$ cat src/rtl/sha256_round_ctrl.sv
// SHA-256 compression round controller: block handshake, round sequencing and digest strobes.
// Optional abort input enabled by defining SHA256_CTRL_ABORT_EN.
module sha256_round_ctrl #(
    parameter int unsigned ROUNDS = 64
) (
`ifdef SHA256_CTRL_ABORT_EN
    input  logic       abort,
`endif
    input  logic       clk,
    input  logic       reset,
    input  logic       blk_valid,
    input  logic       blk_first,
    input  logic       blk_last,
    output logic       blk_ready,
    output logic       init_round,
    output logic       partial_rounds,
    output logic       init_digest,
    output logic       update_digest,
    output logic       first_block,
    output logic [5:0] round_idx,
    output logic       digest_valid,
    input  logic       digest_ack,
    output logic       busy
);

    localparam int unsigned IDX_W = 6;
    localparam logic [IDX_W-1:0] LAST_IDX = IDX_W'(ROUNDS - 1);

    typedef enum logic [2:0] {
        IDLE,
        INIT,
        ROUND,
        DIGEST,
        DONE
    } state_t;

    state_t           state_q;
    state_t           state_d;
    logic [IDX_W-1:0] idx_d;
    logic             first_q;
    logic             first_d;
    logic             last_q;
    logic             last_d;

    always_ff @(posedge clk or posedge reset) begin
        if (reset) begin
            state_q <= IDLE;
        end else begin
            state_q <= state_d;
        end
    end

    // Next state plus next values of every output, so outputs come straight from flops.
    always_comb begin
        state_d = state_q;
        idx_d   = '0;
        first_d = first_q;
        last_d  = last_q;
        case (state_q)
            IDLE: begin
                if (blk_valid) begin
                    state_d = INIT;
                    first_d = blk_first;
                    last_d  = blk_last;
                end
            end
            INIT: begin
                state_d = ROUND;
            end
            ROUND: begin
                if (round_idx == LAST_IDX) begin
                    state_d = DIGEST;
                end else begin
                    idx_d = round_idx + IDX_W'(1);
                end
            end
            DIGEST: begin
                state_d = last_q ? DONE : IDLE;
            end
            DONE: begin
                if (digest_ack) begin
                    state_d = IDLE;
                end
            end
            default: begin
                state_d = IDLE;
            end
        endcase
`ifdef SHA256_CTRL_ABORT_EN
        if (abort) begin
            state_d = IDLE;
            idx_d   = '0;
        end
`endif
    end

    always_ff @(posedge clk or posedge reset) begin
        if (reset) begin
            first_q        <= 1'b0;
            last_q         <= 1'b0;
            round_idx      <= '0;
            blk_ready      <= 1'b1;
            busy           <= 1'b0;
            init_round     <= 1'b0;
            init_digest    <= 1'b0;
            partial_rounds <= 1'b0;
            update_digest  <= 1'b0;
            digest_valid   <= 1'b0;
            first_block    <= 1'b0;
        end else begin
            first_q        <= first_d;
            last_q         <= last_d;
            round_idx      <= idx_d;
            blk_ready      <= (state_d == IDLE);
            busy           <= (state_d != IDLE);
            init_round     <= (state_d == INIT);
            init_digest    <= (state_d == INIT);
            partial_rounds <= (state_d == ROUND);
            update_digest  <= (state_d == DIGEST);
            digest_valid   <= (state_d == DONE);
            first_block    <= (state_d == INIT) && first_d;
        end
    end

endmodule
$ cat config.mk
export PLATFORM = sky130hd
export DESIGN_NAME = sha256_round_ctrl
export DESIGN_NICKNAME = d
export VERILOG_FILES = /design/src/rtl/sha256_round_ctrl.sv
export SDC_FILE = /design/constraint.sdc
export NUM_CORES = 1
export LEC_CHECK = 0
export ABC_AREA = 1
export CAP_MARGIN = 25
export CORE_MARGIN = 4
export CORE_UTILIZATION = 35
export CTS_CLUSTER_DIAMETER = 150
export DETAILED_ROUTE_END_ITERATION = 16
export HOLD_SLACK_MARGIN = 0.02
export SLEW_MARGIN = 20
export SYNTH_ARGS = -nofsm -noshare
export SYNTH_HDL_FRONTEND = slang
export SYNTH_SLANG_ARGS = --single-unit
$ cat constraint.sdc
create_clock -name clk -period 1.75 [get_ports clk]
set_clock_uncertainty 0.1 [all_clocks]
set_input_delay 0.4375 -clock clk [delete_from_list [all_inputs] [get_ports clk]]
set_output_delay 0.4375 -clock clk [all_outputs]
set_load 0.005 [all_outputs]
# Word level (Yosys, flattened, before mapping)
# Index checks and enable logic that the tools add are counted.
# word_totals
in_bits	6
word_cells	35
regBits	18
out_inout_bits	14
# classes
n_mux	9
addsub	1
reduce_logical	5
eq_ne	9
# op_table
operator	n
case mux 3 bit (5 select lines)	1
== test 3 x 2 -> 1 bit (second input constant)	4
2-to-1 mux 3 bit	4
2-to-1 mux 6 bit	2
adder 6 x 1 -> 6 bit (second input constant)	1
== test 3 x 1 -> 1 bit (second input constant)	2
== test 3 bit (second input constant)	2
== test 6 bit (second input constant)	1
zero test 3 bit	2
nonzero test 3 bit	1
2-to-1 mux 1 bit	2
AND reduction 2 bit	1
logical AND 1 bit	1

# Depth between registers and ports, before layout
# Gate-level depths: netlist of run 1.
# logic_depth
word_depth	5
ltp_mapped	6
depth_no_buf	6

# Worst setup path after synthesis of run 1
# No wires, ideal clock.
# synth_timing
path_kind	register -> register
start	register round_idx[0]
end	register partial_rounds
required_ns	1.534
setup_time_ns	0.116
n_path_buf	0
path_stages_with_launch	7
synth_period_minus_slack_ns	1.265
arrival_ns	1.049
setup_slack_ns	0.485
cell_sequence	dfrtp_1 ha_1 nand3_2 nor2_2 nand2_2 nand2_4 nor2_2
# synth_between
elab_chain_len	4
# synth_lines
element	line_no	source
start: declaration	20	output logic [5:0] round_idx,
start signal: assignment	113	round_idx <= idx_d;
== test 6 bit	71	if (round_idx == LAST_IDX) begin
2-to-1 mux 3 bit	71	
case mux 3 bit (5 select lines)	59	case (state_q)
named net state_d[0]	38	state_t state_d;
== test 3 x 2 -> 1 bit	118	partial_rounds <= (state_d == ROUND);
end signal: assignment	118	
end: declaration	16	output logic partial_rounds,
# The timed path passes the listed nets, and every way through them passes these cells.
# A chain may end at the register's enable or synchronous reset.

# Worst setup path after layout of run 1
# layout_timing
start	register round_idx[5]
end	output port round_idx[5]
# No word-level cell between the ends.

==> reports/qor.yml, run 1 <==
worst_setup_path:
  crit_slowest_cell: "clkdlybuf4s50_1"
  cp.arrival_ns: 1.15
  crit_fanout: 2
  crit_buf_inv: 1
  required_ns: 1.21
  cp_cell_sequence: "clkdlybuf4s50_1"
  startpoint_type: "register"
  cp_slowest_stage_delay_ns: 0.50
  crit_type: "register to output pin"
  critPathCaptureType: "output pin"
  crit_family: "buffers and inverters"
floorplanning:
  start_util_pct: 37.3
  die_h_um: 54.2
  core_area_mm2: 0.00200
  dieArea_mm2: 0.00294
  std_cell_rows: 16
  io_pins: 20
  die_w_um: 54.2
power_and_ir_drop:
  ir_drop_mv: 0.712
  pwr_density_cell_mw_per_mm2: 1300
  power.leakage_uw: 0.000529
  fin_total_pwr_uw: 1370
finish:
  fin_nets: 113
  multiInputGateArea_um2: 270
  final_common_cell: "clkdlybuf4s50_1"
  seqCellArea_um2: 428
  stdcell_count: 132
  drive_above_1_share_pct: 29.5
  num-fill-cells: 195
  final_util_pct: 52.6
  area_growth_syn_to_layout_pct: 41.0
  antennaDiodeCount: 0
  final_cell_mix: "17 x clkdlybuf4s50_1, 15 x dfrtp_1, 12 x nand2_1, 10 x nor2_1, 8 x buf_4"
global_routing:
  met1_usage_pct: 13.9
  grt-busiest-layer: "met2"
  grt_use_met2_pct: 18.9
  grt_max_degree: 18
  grt_pass1_vias: 587
  grt_antenna_before_repair: 0
  overflow: 0
  globalRouteMet3Util_pct: 2.49
  grt_usage_pct: 11.7
  grt_pass1_wl_um: 2420
sta:
  finalMaxSlewViolations: 0
  max_freq_mhz: 591
  fin_crit_ns: 1.69
  fin_setup_tns_ns: 0
  rsz0062_at_grt: "no"
  fin_crit_sh_pct: 96.7
  tightest_slew_ns: 0.230
  hold_viol_final: 0
  setup_ws_ns: 0.0581
  slew_headroom_pct: 84.7
  setup_viol_count_final: 0
synth:
  synth_area_per_cell_um2: 9.96
  syn_inst: 75
  synth_area_um2: 747
  yosys_warnings: 0
  yosysUniqueCellTypes: 19
  ys_ff_latch: 17
  syn_nets: 82
  yosysSeqAreaShare_pct: 57.1
place:
  place_ws_ns: 0.209
  gp_congestion: 0.824
  io_buffers: 19
  post-place-cells: 121
  place_hpwl_um: 1060
detailed_routing:
  wire_per_inst_um: 10.5
  post_drt_via_cell_ratio: 4.48
  wirelength_um: 1390
  drc: 0
  drtIter0Drc: 4
  ant_nets: 0
  vias: 592
  dr.pass1.iters: 4
cts:
  cts-root-buf: "clkbuf_4"
  cts.sinks: 17
  cts_max_path_buffers: 2
  numCtsBuffers: 3
  h-tree-depth: 1
  clk_pin_slew_worst_paths_ns: 0.10
  tritoncts: "done"
  insertion_delay_ns: 0.28
status:
  outcome: "completed"
worst_hold_path:
  hp-class: "input pin to async pin"
flow_run:
  cap_violations: 0
## registers in the layout, summed over array words and instances, names as in the netlist
signal	count
round_idx	6
update_digest	1
blk_ready	1
busy	1
first_block	1
last_q	1
digest_valid	1
partial_rounds	1
init_digest	1
state_q	3
## repair_timing
action	4_1_cts	5_1_grt
setup endpoints to repair	5	3
hold endpoints to repair	0	0
gates resized for setup	2	1
setup buffers	4	3
hold buffers	0	0
## kinds of logic (layout without fill, tap and decap cells)
group	after synthesis	after routing	share of synthesized area [%]
AND/OR/NAND/NOR	39	39	28.8
flip-flops	17	17	57.1
buffers and inverters	11	41	6.70
AO/OA/AOI/OAI	5	5	3.35
XOR/XNOR	2	2	2.35
adder cells (fa/ha/maj)	1	1	1.67
## power by group
group / switching, µW / internal, µW
combinational: 301 / 288
clock: 117 / 84.8
sequential: 69.8 / 508
total: 489 / 881
## final cells by class
class                   instances  area share, %
clock buffers                   3           2.14
clock inverters                 1          0.475
inverters                      10           4.04
multi-input cells              47           25.7
flip-flops and latches         17           40.6
well taps                      27           3.21
repair buffers                 27           23.9
## final timing paths
path | start | endpoint | slack (ns) | cells past startpoint
max | round_idx[5]$_DFF_PP0_ | round_idx[5] | 0.06 | 1
min | reset | round_idx[1]$_DFF_PP0_ | 0.36 | 3
max reg2reg | round_idx[0]$_DFF_PP0_ | partial_rounds$_DFF_PP0_ | 0.33 | 7
min reg2reg | last_q$_DFFE_PP0P_ | last_q$_DFFE_PP0P_ | 0.38 | 2
max in group asynchronous | reset | blk_ready$_DFF_PP1_ | 0.94 | 3
min in group clk | last_q$_DFFE_PP0P_ | last_q$_DFFE_PP0P_ | 0.38 | 2
## synth_stat cells (all sizes together)
library cell,instances,area (µm²)
ha,1,12.5
a21oi,3,15.0
o21ai,2,10.0
dfrtp,16,400
nand2,16,80.1
nand3,7,50.1
inv,10,42.5
dfstp,1,26.3
nand4,1,6.26
xor2,2,17.5
nor2,15,78.8
buf,1,7.51
## through the flow
stage / hold WS (ns) / cell area (µm²)
2_1_floorplan: 0.263 / 747
3_3_place_gp: 0.366 / 971
3_5_place_dp: 0.362 / 971
4_1_cts: 0.354 / 1030
5_1_grt: 0.376 / 1050
6_report: 0.356 / 1050
## worst min-delay path: stages
cell and delay, ns:
clkdlybuf4s50_1 0.40, inv_1 0.05, buf_4 0.23
## metal layers
layer	share of wire (%)	vias up	routed length [µm]
met5	0	-	0
met2	49	24	674
li1	-	294	-
met3	7.9	2	110
met1	42	272	590
met4	0.86	0	12
Power figures use the tool's default switching activity.
==> run 2: changes to the inputs <==
Settings changed: CORE_MARGIN 4 to not set, SKIP_LAST_GASP set to 1.
Clock period 1.75 ns to 1.7 ns, I/O delays scaled along.
==> reports/qor.yml, run 2 (synthesis results as in run 1) <==
finish:
  area_growth_syn_to_layout_pct: 45.6
  final_cell_mix: "16 x dfrtp_1, 12 x nand2_1, 12 x dlymetal6s2s_1, 10 x nor2_1, 9 x buf_4"
  stdcell_count: 133
  largest_reg_flops: 6
  final_common_cell: "dfrtp_1"
  top_register: "round_idx"
  drive_above_1_share_pct: 29.2
  top_regs: "round_idx (6), state_q (3)"
  antennaDiodeCount: 0
  fin_nets: 114
sta:
  slew_headroom_pct: 84.0
  fin_crit_sh_pct: 96.7
  rsz0062_at_grt: "no"
  fin_crit_ns: 1.64
  tightest_slew_ns: 0.241
  hold_viol_final: 0
  finalMaxSlewViolations: 0
  max_freq_mhz: 608
  fin_setup_tns_ns: 0
  setup_viol_count_final: 0
global_routing:
  grt_antenna_before_repair: 0
  grt_pass1_wl_um: 2150
  grt_max_degree: 18
  overflow: 0
  grt_pass1_vias: 534
  grt_usage_pct: 14.4
power_and_ir_drop:
  power.leakage_uw: 0.000715
  ir_drop_mv: 0.634
  pwr_density_cell_mw_per_mm2: 1290
  fin_total_pwr_uw: 1400
worst_setup_path:
  reg2reg_from: "round_idx[0]$_DFF_PP0_"
  crit_fanout: 1
  crit_slowest_cell: "clkdlybuf4s50_1"
  crit_type: "register to output pin"
  r2r_setup_slack_ns: 0.30
  cp.depth: 1
  crit_family: "buffers and inverters"
  startpoint_type: "register"
  rr_endpoint: "partial_rounds$_DFF_PP0_"
  required_ns: 1.17
  cp_cell_sequence: "clkdlybuf4s50_1"
  critPathCaptureType: "output pin"
  cp.arrival_ns: 1.12
  r2r_cells: 7
  crit_start: "partial_rounds$_DFF_PP0_"
  crit_end: "partial_rounds"
  crit_buf_inv: 1
  cp_slowest_stage_delay_ns: 0.49
worst_hold_path:
  hp-class: "input pin to async pin"
place:
  post-place-cells: 121
  io_buffers: 19
  gp_congestion: 0.783
  place_hpwl_um: 989
detailed_routing:
  drc: 0
  drtIter0Drc: 7
  ant_nets: 0
  post_drt_via_cell_ratio: 4.37
  vias: 581
  wirelength_um: 1350
  wire_per_inst_um: 10.1
  dr.pass1.iters: 4
cts:
  h-tree-depth: 1
  numCtsBuffers: 3
  insertion_delay_ns: 0.29
  cts_max_path_buffers: 2
  tritoncts: "done"
  holdBufCountCts: 0
  cts-root-buf: "clkbuf_4"
  clk_pin_slew_worst_paths_ns: 0.10
  cts.sinks: 17
floorplanning:
  std_cell_rows: 16
  start_util_pct: 37.7
  io_pins: 20
  die_w_um: 48.2
  dieArea_mm2: 0.00232
  die_h_um: 48.2
  core_area_mm2: 0.00198
flow_run:
  cap_violations: 0
status:
  outcome: "completed"
[run 2: worst min-delay path by stage]
stage | end | slack (ns) | depth (start not counted)
after global routing | init_digest$_DFF_PP0_ | 0.36 | 3
after CTS | init_digest$_DFF_PP0_ | 0.34 | 3
after global placement | last_q$_DFFE_PP0P_ | 0.37 | 2
after floorplan | busy$_DFF_PP0_ | 0.25 | 1
after detailed placement | last_q$_DFFE_PP0P_ | 0.36 | 2
final | round_idx[1]$_DFF_PP0_ | 0.33 | 3
[run 2: tightest hold or removal path: stages]
cell and delay [ns]:
clkdlybuf4s50_1 0.40, inv_1 0.05, buf_4 0.23
[run 2: layout make-up]
cell class,count,area (µm²)
Tap cell,27,33.8
Inverter,10,42.5
Sequential cell,17,427
Fill cell,176,895
Clock inverter,1,5.00
Timing Repair Buffer,28,287
Multi-Input combinational cell,47,270
Clock buffer,3,22.5
[run 2: power breakdown]
part	total (µW)	switching (µW)	internal, µW
clock	215	128	87.5
sequential	595	73.3	522
combinational	588	307	281
[run 2: per-layer routing]
layer | vias to the layer above | part of all wire (%) | wire length, µm | global-route usage (%)
met5 | - | 0 | 0 | 0
met1 | 264 | 43 | 584 | 15.9
li1 | 296 | - | - | -
met4 | 0 | 2.1 | 28 | 8.33
met2 | 16 | 50 | 674 | 24.3
met3 | 5 | 4.3 | 58 | 4.44
[run 2: repair_timing]
action                     in CTS  in global routing
gates resized for setup         1                 12
setup endpoints to repair       7                 12
setup buffers                   6                  2
[run 2: metrics by stage]
stage	hold slack (ns)	setup slack, ns	cell area [µm²]	util (%)
floorplan	0.250	0.435	747	-
global placement	0.371	0.199	971	49.0
detailed placement	0.360	0.167	971	49.0
CTS	0.342	0.00503	1040	52.6
global route	0.357	0.00111	1090	54.9
finish	0.332	0.0557	1090	54.9
